==> src/rtl/shift_issue_stage_pkg.sv <==
// Shared encodings and the decoded-operand record for the shift issue stage.
package shift_issue_stage_pkg;

  localparam int SHAMT_W = 5;

  localparam logic [5:0] OPC_RTYPE  = 6'h00;
  localparam logic [5:0] FUNCT_SLL  = 6'h00;
  localparam logic [5:0] FUNCT_SRL  = 6'h02;
  localparam logic [5:0] FUNCT_SLLV = 6'h04;
  localparam logic [5:0] FUNCT_SRLV = 6'h06;

  typedef struct packed {
    logic               illegal;
    logic               left;
    logic [SHAMT_W-1:0] b;
    logic [4:0]         rd;
  } shift_op_t;

endpackage

==> src/rtl/shift_issue_stage_decode.sv <==
// Combinational shift decoder: instruction word and rs value -> {illegal, left, b, rd}.
// Variable shifts (SLLV/SRLV) are legal only when SHIFT_VAR_EN is defined.
module shift_issue_stage_decode
  import shift_issue_stage_pkg::*;
#(
  parameter int DATA_W = 32
) (
  input  logic [31:0]       instr,
  input  logic [DATA_W-1:0] rs,
  output shift_op_t         op
);

  logic [5:0] opcode;
  logic [5:0] funct;
  logic       unused_bits;

  assign opcode      = instr[31:26];
  assign funct       = instr[5:0];
  assign unused_bits = ^{instr[25:16], rs};

  // Anything not recognised falls through as illegal with a zero shift amount
  always_comb begin
    op         = '0;
    op.illegal = 1'b1;
    op.rd      = instr[15:11];
    if (opcode == OPC_RTYPE) begin
      case (funct)
        FUNCT_SLL: begin
          op.illegal = 1'b0;
          op.left    = 1'b1;
          op.b       = instr[10:6];
        end
        FUNCT_SRL: begin
          op.illegal = 1'b0;
          op.left    = 1'b0;
          op.b       = instr[10:6];
        end
`ifdef SHIFT_VAR_EN
        FUNCT_SLLV: begin
          op.illegal = 1'b0;
          op.left    = 1'b1;
          op.b       = rs[SHAMT_W-1:0];
        end
        FUNCT_SRLV: begin
          op.illegal = 1'b0;
          op.left    = 1'b0;
          op.b       = rs[SHAMT_W-1:0];
        end
`else
        FUNCT_SLLV, FUNCT_SRLV: begin
          op.illegal = 1'b1;
        end
`endif
        default: begin
          op.illegal = 1'b1;
        end
      endcase
    end
  end

endmodule

==> src/rtl/shift_issue_stage.sv <==
// Shift issue stage: decodes shift instructions and hands operands to the shifter through
// a main + skid register pair. Optional variable shifts are enabled by SHIFT_VAR_EN.
module shift_issue_stage
  import shift_issue_stage_pkg::*;
#(
  parameter int DATA_W = 32,
  parameter int CNT_W  = 16
) (
  input  logic               clk,
  input  logic               reset,
  input  logic               in_valid,
  output logic               in_ready,
  input  logic [31:0]        in_instr,
  input  logic [DATA_W-1:0]  in_rs,
  input  logic [DATA_W-1:0]  in_rt,
  output logic               out_valid,
  input  logic               out_ready,
  output logic [DATA_W-1:0]  out_a,
  output logic [SHAMT_W-1:0] out_b,
  output logic               out_left,
  output logic [4:0]         out_rd,
  output logic               out_illegal,
  output logic [CNT_W-1:0]   shift_count
);

  shift_op_t         dec_op;
  shift_op_t         main_op_q, main_op_d, skid_op_q, skid_op_d;
  logic [DATA_W-1:0] main_a_q, main_a_d, skid_a_q, skid_a_d;
  logic              main_valid_q, main_valid_d, skid_valid_q, skid_valid_d;
  logic [CNT_W-1:0]  cnt_q, cnt_d;
  logic              in_xfer, out_xfer;

  shift_issue_stage_decode #(.DATA_W(DATA_W)) u_decode (
    .instr (in_instr),
    .rs    (in_rs),
    .op    (dec_op)
  );

  assign in_ready    = !skid_valid_q;
  assign in_xfer     = in_valid && in_ready;
  assign out_xfer    = main_valid_q && out_ready;
  assign out_valid   = main_valid_q;
  assign out_a       = main_a_q;
  assign out_b       = main_op_q.b;
  assign out_left    = main_op_q.left;
  assign out_rd      = main_op_q.rd;
  assign out_illegal = main_op_q.illegal;
  assign shift_count = cnt_q;

  // A full skid implies a full main, so skid only refills main on an output transfer
  always_comb begin
    main_valid_d = main_valid_q;
    main_op_d    = main_op_q;
    main_a_d     = main_a_q;
    skid_valid_d = skid_valid_q;
    skid_op_d    = skid_op_q;
    skid_a_d     = skid_a_q;
    cnt_d        = cnt_q;
    if (out_xfer || !main_valid_q) begin
      if (skid_valid_q) begin
        main_valid_d = 1'b1;
        main_op_d    = skid_op_q;
        main_a_d     = skid_a_q;
        skid_valid_d = 1'b0;
      end else if (in_xfer) begin
        main_valid_d = 1'b1;
        main_op_d    = dec_op;
        main_a_d     = in_rt;
      end else begin
        main_valid_d = 1'b0;
      end
    end else if (in_xfer) begin
      skid_valid_d = 1'b1;
      skid_op_d    = dec_op;
      skid_a_d     = in_rt;
    end
    if (out_xfer && !main_op_q.illegal && (cnt_q != '1)) begin
      cnt_d = cnt_q + CNT_W'(1);
    end
  end

  always_ff @(posedge clk) begin
    if (reset) begin
      main_valid_q <= 1'b0;
      main_op_q    <= '0;
      main_a_q     <= '0;
      skid_valid_q <= 1'b0;
      skid_op_q    <= '0;
      skid_a_q     <= '0;
      cnt_q        <= '0;
    end else begin
      main_valid_q <= main_valid_d;
      main_op_q    <= main_op_d;
      main_a_q     <= main_a_d;
      skid_valid_q <= skid_valid_d;
      skid_op_q    <= skid_op_d;
      skid_a_q     <= skid_a_d;
      cnt_q        <= cnt_d;
    end
  end

endmodule

==> config.mk <==
export PLATFORM = sky130hd
export DESIGN_NAME = shift_issue_stage
export DESIGN_NICKNAME = d
export VERILOG_FILES = /design/src/rtl/shift_issue_stage_pkg.sv /design/src/rtl/shift_issue_stage_decode.sv /design/src/rtl/shift_issue_stage.sv
export SDC_FILE = /design/constraint.sdc
export NUM_CORES = 1
export LEC_CHECK = 0
export CORE_ASPECT_RATIO = 0.75
export CORE_UTILIZATION = 45
export CTS_CLUSTER_SIZE = 12
export DETAILED_ROUTE_END_ITERATION = 6
export PLACE_DENSITY = 0.9
export SETUP_SLACK_MARGIN = 0.3
export SLEW_MARGIN = 20
export SYNTH_ARGS = -nofsm -noshare
export SYNTH_HDL_FRONTEND = slang
export SYNTH_SLANG_ARGS = --single-unit
==> constraint.sdc <==
create_clock -name clk -period 4.22 [get_ports clk]
set_input_delay 0.844 -clock clk [delete_from_list [all_inputs] [get_ports clk]]
set_output_delay 0.844 -clock clk [all_outputs]
set_load 0.02 [all_outputs]
**Word level (Yosys, flattened, before mapping)**

Cells that the tools add are included.

- Register bits after elaboration: 106
- Input bits: 100
- Output and inout bits: 62
- Logic and storage cells: 41

- Add/sub/neg operators: 1
- Equality and inequality tests: 2
- Mux-type cells: 9
- Bitwise gates (word level): 1
- Reductions and logical operators: 15

Operators by type and width:

| kind | count |
|---|---|
| 2-to-1 mux 32 bit | 2 |
| 2-to-1 mux 12 bit | 2 |
| adder 16 x 1 -> 16 bit (second input constant) | 1 |
| inequality test 16 bit (second input constant) | 1 |
| logical NOT 6 bit | 2 |
| one-hot mux 6 bit (2 select lines) | 1 |
| 2-to-1 mux 7 bit | 1 |
| == test 6 x 2 -> 1 bit (second input constant) | 1 |
| logical AND 1 bit | 4 |
| AND reduction 2 bit | 2 |
| OR reduction 2 bit | 2 |
| logical NOT 1 bit | 3 |
| 2-to-1 mux 1 bit | 3 |
| nonzero test 2 bit | 1 |
| logical OR 1 bit | 1 |
| NOT 1 bit | 1 |

**Logic depth before layout (Yosys ltp)**

Gate-level depths: netlist (run 1).

- Depth in word-level cells: 6
- Depth in mapped cells: 6
- Depth with buffers taken out: 5

**Hierarchy**

From an unflattened synthesis (run 1), not the netlist that was laid out.

- Cells, all modules: 519
- Area, all modules: 4474.3 µm²

By module, submodules not included:

| module | instances | cells each | area an instance (µm²) | seq. area each (µm²) |
|---|---|---|---|---|
| shift_issue_stage | 1 | 496 | 4331.7 | 2122.0 |
| shift_issue_stage_decode | 1 | 23 | 142.6 | 0.0 |

**Worst setup path before layout (run 1)**

No wires, ideal clock.

- Path kind: input to register
- From: input in_instr[5]
- To: register main_op_q, in the netlist out_b[1]
- Library setup time: 74 ps
- Arrival time: 2073 ps
- Data required time: 4146 ps
- Slack: 2074 ps
- Stages: 4
- Buffers on the path: 0
- Path through: or4_1 -> nor4_4 -> a221oi_1 -> nor3_2

- Cells in the longest elaborated chain, start to end: 5
- Elaborated cells on any way between the ends: 6
- Those cells by class: eq/ne (1); mux (4); reduce/logical (1)

Ends and longest elaborated chain:

| element | RTL line | source |
|---|---|---|
| from (decl) | shift_issue_stage.sv:13 | `input logic [31:0] in_instr,` |
| == test 6 x 2 -> 1 bit or logical NOT 6 bit (tied branches) | shift_issue_stage_decode.sv:27 | `case (funct)` |
| one-hot mux 6 bit (2 select lines) * | shift_issue_stage_decode.sv:27 |  |
| 2-to-1 mux 7 bit * | shift_issue_stage_decode.sv:26 | `if (opcode == OPC_RTYPE) begin` |
| 2-to-1 mux 12 bit * | shift_issue_stage.sv:65 | `end else if (in_xfer) begin` |
| 2-to-1 mux 12 bit * | shift_issue_stage.sv:60 | `if (skid_valid_q) begin` |
| to (signal assigned) | shift_issue_stage.sv:93 | `main_op_q <= main_op_d;` |
| to (decl) | shift_issue_stage.sv:27 | `shift_op_t main_op_q, main_op_d, skid_op_q, skid_op_d;` |

Every way passes the cells marked *; elsewhere a longest branch is shown, timed or not. The select of a mux whose other input is x is not followed.
A chain may end at the register's enable or synchronous reset.

**Worst setup path after layout (run 1)**

- From: input out_ready
- To: register main_op_q, in the netlist out_rd[0]

- Cells in the longest elaborated chain, start to end: 3

Ends and longest elaborated chain:

| element | RTL line | source |
|---|---|---|
| from (decl) | shift_issue_stage.sv:17 | `input logic out_ready,` |
| logical AND 1 bit | shift_issue_stage.sv:41 | `assign out_xfer = main_valid_q && out_ready;` |
| logical OR 1 bit | shift_issue_stage.sv:59 | `if (out_xfer \|\| !main_valid_q) begin` |
| AND reduction 2 bit (no source line) | - |  |

Every way passes these cells.

==> run summary, run 1 <==
Synthesized area -> 4440 um2
CTS-repair resized insts -> 0
CP Data Arrival Time -> 2920 ps
Max-cap violation count -> 0
Period utilization -> 63.6%
Die W -> 117 um
Worst hold path type -> reg2reg
Initial antenna violation count -> 0
CTS tree -> done
EDFF count, synth -> 0
Total grt overflow -> 0
WL final -> 11.2 mm
Vias per cell -> 5.41
ANT nets after route -> 0
Io pins -> 162
Post-layout min period -> 2680 ps
Fraction of layout cells with a size suffix above 1 -> 5.57%
Total GRT Usage -> 22.7%
Final hold vios -> 0
Clock transition at the registers of the reported paths -> 70 ps
Clk_lat worst skew -> 340 ps
Count of final setup violators -> 0
Synth area leader -> dfxtp_1
CP max FO -> 47
TNS Setup -> 0 ps
Clock buffer count from CTS -> 9
Post-CTS Setup Bufs -> 0
Area growth, synth to finish -> 35.4%
PD cells -> 366 nW/um2
Register area share after synthesis -> 47.8%
Synth Register Bits -> 106
Max-slew headroom -> 41.3%
RSZ-0062 raised after global routing -> no
Starting density of the core -> 46.2%
Mapped Nets -> 608
Largest net degree at the start of global routing -> 118
Met2 wire length -> 5.58 mm
Met1 wire length -> 4.74 mm
Drt drc -> 0
FP Rows -> 31
Root Buffer -> clkbuf_16
Synth Warn # -> 0
Worst endpoint required time -> 4460 ps
First-pass GRT wire length -> 18.0 mm
Final Hold Slack -> 455 ps
Fmax -> 372 MHz
Netlist cell types -> 39
Worst slew pin tran -> 880 ps
Leakage -> 2.06 nW
Crit Path Class -> in2reg
Via Count -> 4011
Synth top area share -> 47.8%
Worst setup SP type -> input pin
H-tree depth -> 3
Clock tree buffer depth -> 2
Worst-case clock skew -> 5.08 ps
Outcome -> finished, final reports clean
Pre-Repair DR Iteration Count -> 4
Peak VDD IR -> 0.292 mV
Synth cell count leaders -> dfxtp_1 (106), nand2_1 (87), nor2_1 (58), a21oi_1 (54), a211oi_1 (39)
DR iter-0 viols -> 305
Final nets -> 706
N_diodes -> 0
Max layer used -> met4
Avg Inst Size Synth -> 8.76 um2
Hpwl dp -> 7.69 mm
Clk sinks -> 106
Main flop type after synthesis -> dfxtp_1
Hold Buf Count CTS -> 0
Area of the core -> 9620 um2
CP endpoint kind -> register
Routed length per instance -> 15.1 um
Die Y -> 88.1 um
DR WL met3 -> 735 um
DIE AREA -> 10300 um2
Routability Congestion -> 0.849
Vias in the first global route -> 3829
Synth area leaders -> dfxtp_1 (48%), mux2i_1 (8.6%), nand2_1 (7.4%)
Most frequent cell after synthesis -> dfxtp_1
Post-Syn Instances -> 507
Final Max Tran Viols -> 0
Buffers on Ports -> 119
FFs w/ async S/R, synth -> 0%
-- stage by stage --
step | instances | total power [mW] | instance area [um2] | utilization, % | worst slack (ps)
2_1_floorplan | 507 | 1.25 | 4440 | - | 2070
3_3_place_gp | 726 | 1.40 | 5720 | 59.5 | 1290
3_5_place_dp | 726 | 1.41 | 5720 | 59.5 | 1140
4_1_cts | 742 | 2.23 | 6010 | 62.5 | 1500
5_1_grt | 742 | 2.29 | 6010 | 62.5 | 1360
6_report | 742 | 2.20 | 6010 | 62.5 | 1540
-- sequential cells by signal, indices dropped and copies added (netlist names) --
register / cells
out_illegal: 1
skid_op_q: 12
out_rd: 5
out_valid: 1
out_left: 1
out_a: 32
skid_valid_q: 1
shift_count: 16
out_b: 5
skid_a_q: 32
-- cell type report --
type	count	area (um2)
clock inverters	5	55.1
well taps	132	165
inverters	2	7.51
fillers	865	3600
flip-flops and latches	106	2120
clock buffers	11	233
repair buffers	124	1250
multi-input cells	362	2180
-- routing by layer --
metal	vias up	track usage (%)
met1	1904	26.1
met3	12	7.61
li1	1984	-
met2	111	39.6
met4	0	7.59
met5	-	0
-- worst paths after layout --
path	startpoint	end	slack, ps	depth (start not counted)
max	out_ready	out_rd[0]	1540	6
min reg2reg	skid_op_q[3]	skid_op_q[3]	450	2
min	skid_op_q[3]	skid_op_q[3]	450	2
max reg2reg	skid_valid_q	out_rd[0]	1870	5
-- cell families (layout without fill, tap and decap cells) --
| logic type | count (synthesis) | count (layout) | synth area share [%] |
|---|---|---|---|
| AO/OA/AOI/OAI | 109 | 109 | 15.5 |
| adder cells (fa/ha/maj) | 1 | 1 | 0.282 |
| buffers and inverters | 39 | 142 | 3.58 |
| flip-flops | 106 | 106 | 47.8 |
| multiplexers | 47 | 47 | 10.8 |
| AND/OR/NAND/NOR | 205 | 205 | 22.0 |
-- critical path, stage by stage --
cell and delay, ps:
clkdlybuf4s50_1 500, nand2b_1 260, nor2b_4 690, buf_12 300, nor2_1 60, a211oi_1 240
-- report_power, final --
group,switching [mW],internal [mW],total (mW),leakage (nW)
clock,0.356,0.458,0.814,0.136
combinational,0.159,0.156,0.315,1.06
sequential,0.0268,1.05,1.07,0.867
total,0.542,1.66,2.20,2.06
-- placed cells by master (no fill, tap or decap), types with 3 or more instances in the layout --
master	Yosys	routed
nand2_1	87	87
dfxtp_1	106	105
nor2_1	58	58
and3_1	4	4
nand4_1	5	5
mux2i_1	38	38
a221oi_1	6	6
nor3_1	4	4
nand2b_1	3	3
or4_1	3	3
a211oi_1	39	39
a21oi_1	54	54
clkdlybuf4s50_1	0	118
clkbuf_16	0	9
and4_1	4	4
nor2b_1	10	9
buf_4	0	3
nor3_2	8	8
nand3_1	10	10
mux2_1	9	9
Note: power is estimated with default switching activity, not from simulation.
==> run 2, diff against run 1 <==
clock period = 2.5 ns   (was 4.22 ns; I/O delays follow)
==> run 2 against run 1 <==
  * Largest power group unchanged
  * Global-route usage shrank 0.18 points
  * Sequential share of layout area shrank 0.70 points
  * Critical path depth shrank 1
  * Clock power grew 100%
  * Combinational power grew 73%
  * Critical endpoint is now out_b[2]
  * Final cell count grew 0.94%
  * Register-to-register slack lost 1300 ps
  * Non-clock buffer count grew 7
  * Wire length grew 1.1%
  * Setup slack lost 1200 ps
==> run summary, run 2 (synthesis gave the netlist of run 1 again) <==
Routability Congestion -> 0.871
CP endpoint kind -> register
Worst-path cell chain -> clkdlybuf4s50_1, or4_1, nor4_4, a221oi_1, nor3_2
Max-slew headroom -> 53.6%
Die W -> 117 um
Worst slew pin tran -> 691 ps
Vias per cell -> 5.50
Hpwl dp -> 7.71 mm
Initial antenna violation count -> 0
Total grt overflow -> 0
Buffers on Ports -> 119
FP Rows -> 31
Worst hold path type -> reg2reg
Worst setup SP type -> input pin
Crit Path Class -> in2reg
Via Count -> 4121
CP Data Arrival Time -> 2390 ps
PD cells -> 649 nW/um2
Clock transition at the registers of the reported paths -> 70 ps
Final Max Tran Viols -> 0
Worst-case clock skew -> 6.86 ps
Peak VDD IR -> 0.450 mV
Area growth, synth to finish -> 38.3%
Commonest cells after routing, fill and taps aside -> clkdlybuf4s50_1 (118), dfxtp_1 (105), nand2_1 (87)
Commonest non-fill, non-tap cell in the layout -> clkdlybuf4s50_1
CP max FO -> 7
RSZ-0062 raised after global routing -> no
FF/Latch Area -> 2130 um2
Final nets -> 713
Drt drc -> 0
Clock tree buffer depth -> 2
Final core utilization -> 63.9%
Total Power -> 3.98 mW
Clk_lat worst skew -> 340 ps
Largest net degree at the start of global routing -> 67
Count of final setup violators -> 0
Total GRT Usage -> 22.5%
WL final -> 11.3 mm
Fmax -> 471 MHz
Vias in the first global route -> 3855
Max incr delay on CP -> 610 ps
Clk sinks -> 106
First-pass GRT wire length -> 18.0 mm
Final hold vios -> 0
Leakage -> 2.14 nW
TNS Setup -> 0 ps
Post-CTS Setup Bufs -> 0
Io pins -> 162
Worst endpoint required time -> 2770 ps
Root Buffer -> clkbuf_16
H-tree depth -> 3
Fin area -> 6140 um2
ANT nets after route -> 0
Period utilization -> 84.9%
CP max-delay cell -> or4_1
Outcome -> finished, final reports clean
Starting density of the core -> 46.2%
Fillers -> 812
Clock buffer count from CTS -> 9
Max-cap violation count -> 0
Die Y -> 88.1 um
Post-layout min period -> 2120 ps
Area of the core -> 9620 um2
CTS tree -> done
DIE AREA -> 10300 um2
Multi-input gate area -> 2180 um2
Routed length per instance -> 15.1 um
Post-DP Area -> 5790 um2
Fraction of layout cells with a size suffix above 1 -> 6.97%
Pre-Repair DR Iteration Count -> 5
N_diodes -> 0
DR iter-0 viols -> 239
run 2: area by class of cell:
cell class	instances	area share [%]
clock inverters	5	1.63
inverters	2	0.122
multi-input cells	362	35.4
repair buffers	131	21.4
flip-flops and latches	106	34.6
clock buffers	11	4.11
well taps	132	2.69
run 2: metrics by stage:
stage                     instances  hold WS (ps)  setup slack, ps
after floorplan                 507           432              596
after global placement          733           437              130
after detailed placement        733           446             78.2
after CTS                       749           459              338
after global routing            749           473              323
final                           749           454              378
run 2: timing repair:
| action | CTS | global route |
|---|---|---|
| hold buffers | 0 | 0 |
| resized for setup | 0 | 1 |
| endpoints found under the setup margin | 0 | 1 |
run 2: worst max-delay path: cells and delay by family:
kind | cells | cell delay, ps
buffers and inverters | 1 | 390
AND/OR/NAND/NOR | 3 | 1310
AO/OA/AOI/OAI | 1 | 190
run 2: worst paths after layout:
kind	start	endpoint	slack, ps	cells after the start
worst max register to register	shift_count[0]	shift_count[0]	600	5
worst min-delay path	skid_a_q[0]	skid_a_q[0]	450	2
worst min register to register	skid_a_q[0]	skid_a_q[0]	450	2
worst max-delay path	in_instr[5]	out_b[2]	380	5
run 2: metal layers:
metal / global-route usage, % / wire [um] / vias to the layer above
li1: - / - / 1994
met1: 26.5 / 4730 / 1956
met2: 38.8 / 5500 / 154
met3: 7.96 / 899 / 17
met4: 6.44 / 164 / 0
met5: 0 / 0 / -
run 2: power breakdown:
part	internal (mW)	switching [mW]	leakage [nW]	total, mW
Clock	1.03	0.600	0.176	1.63
Sequential	1.76	0.0443	0.867	1.81
Combinational	0.271	0.276	1.10	0.546
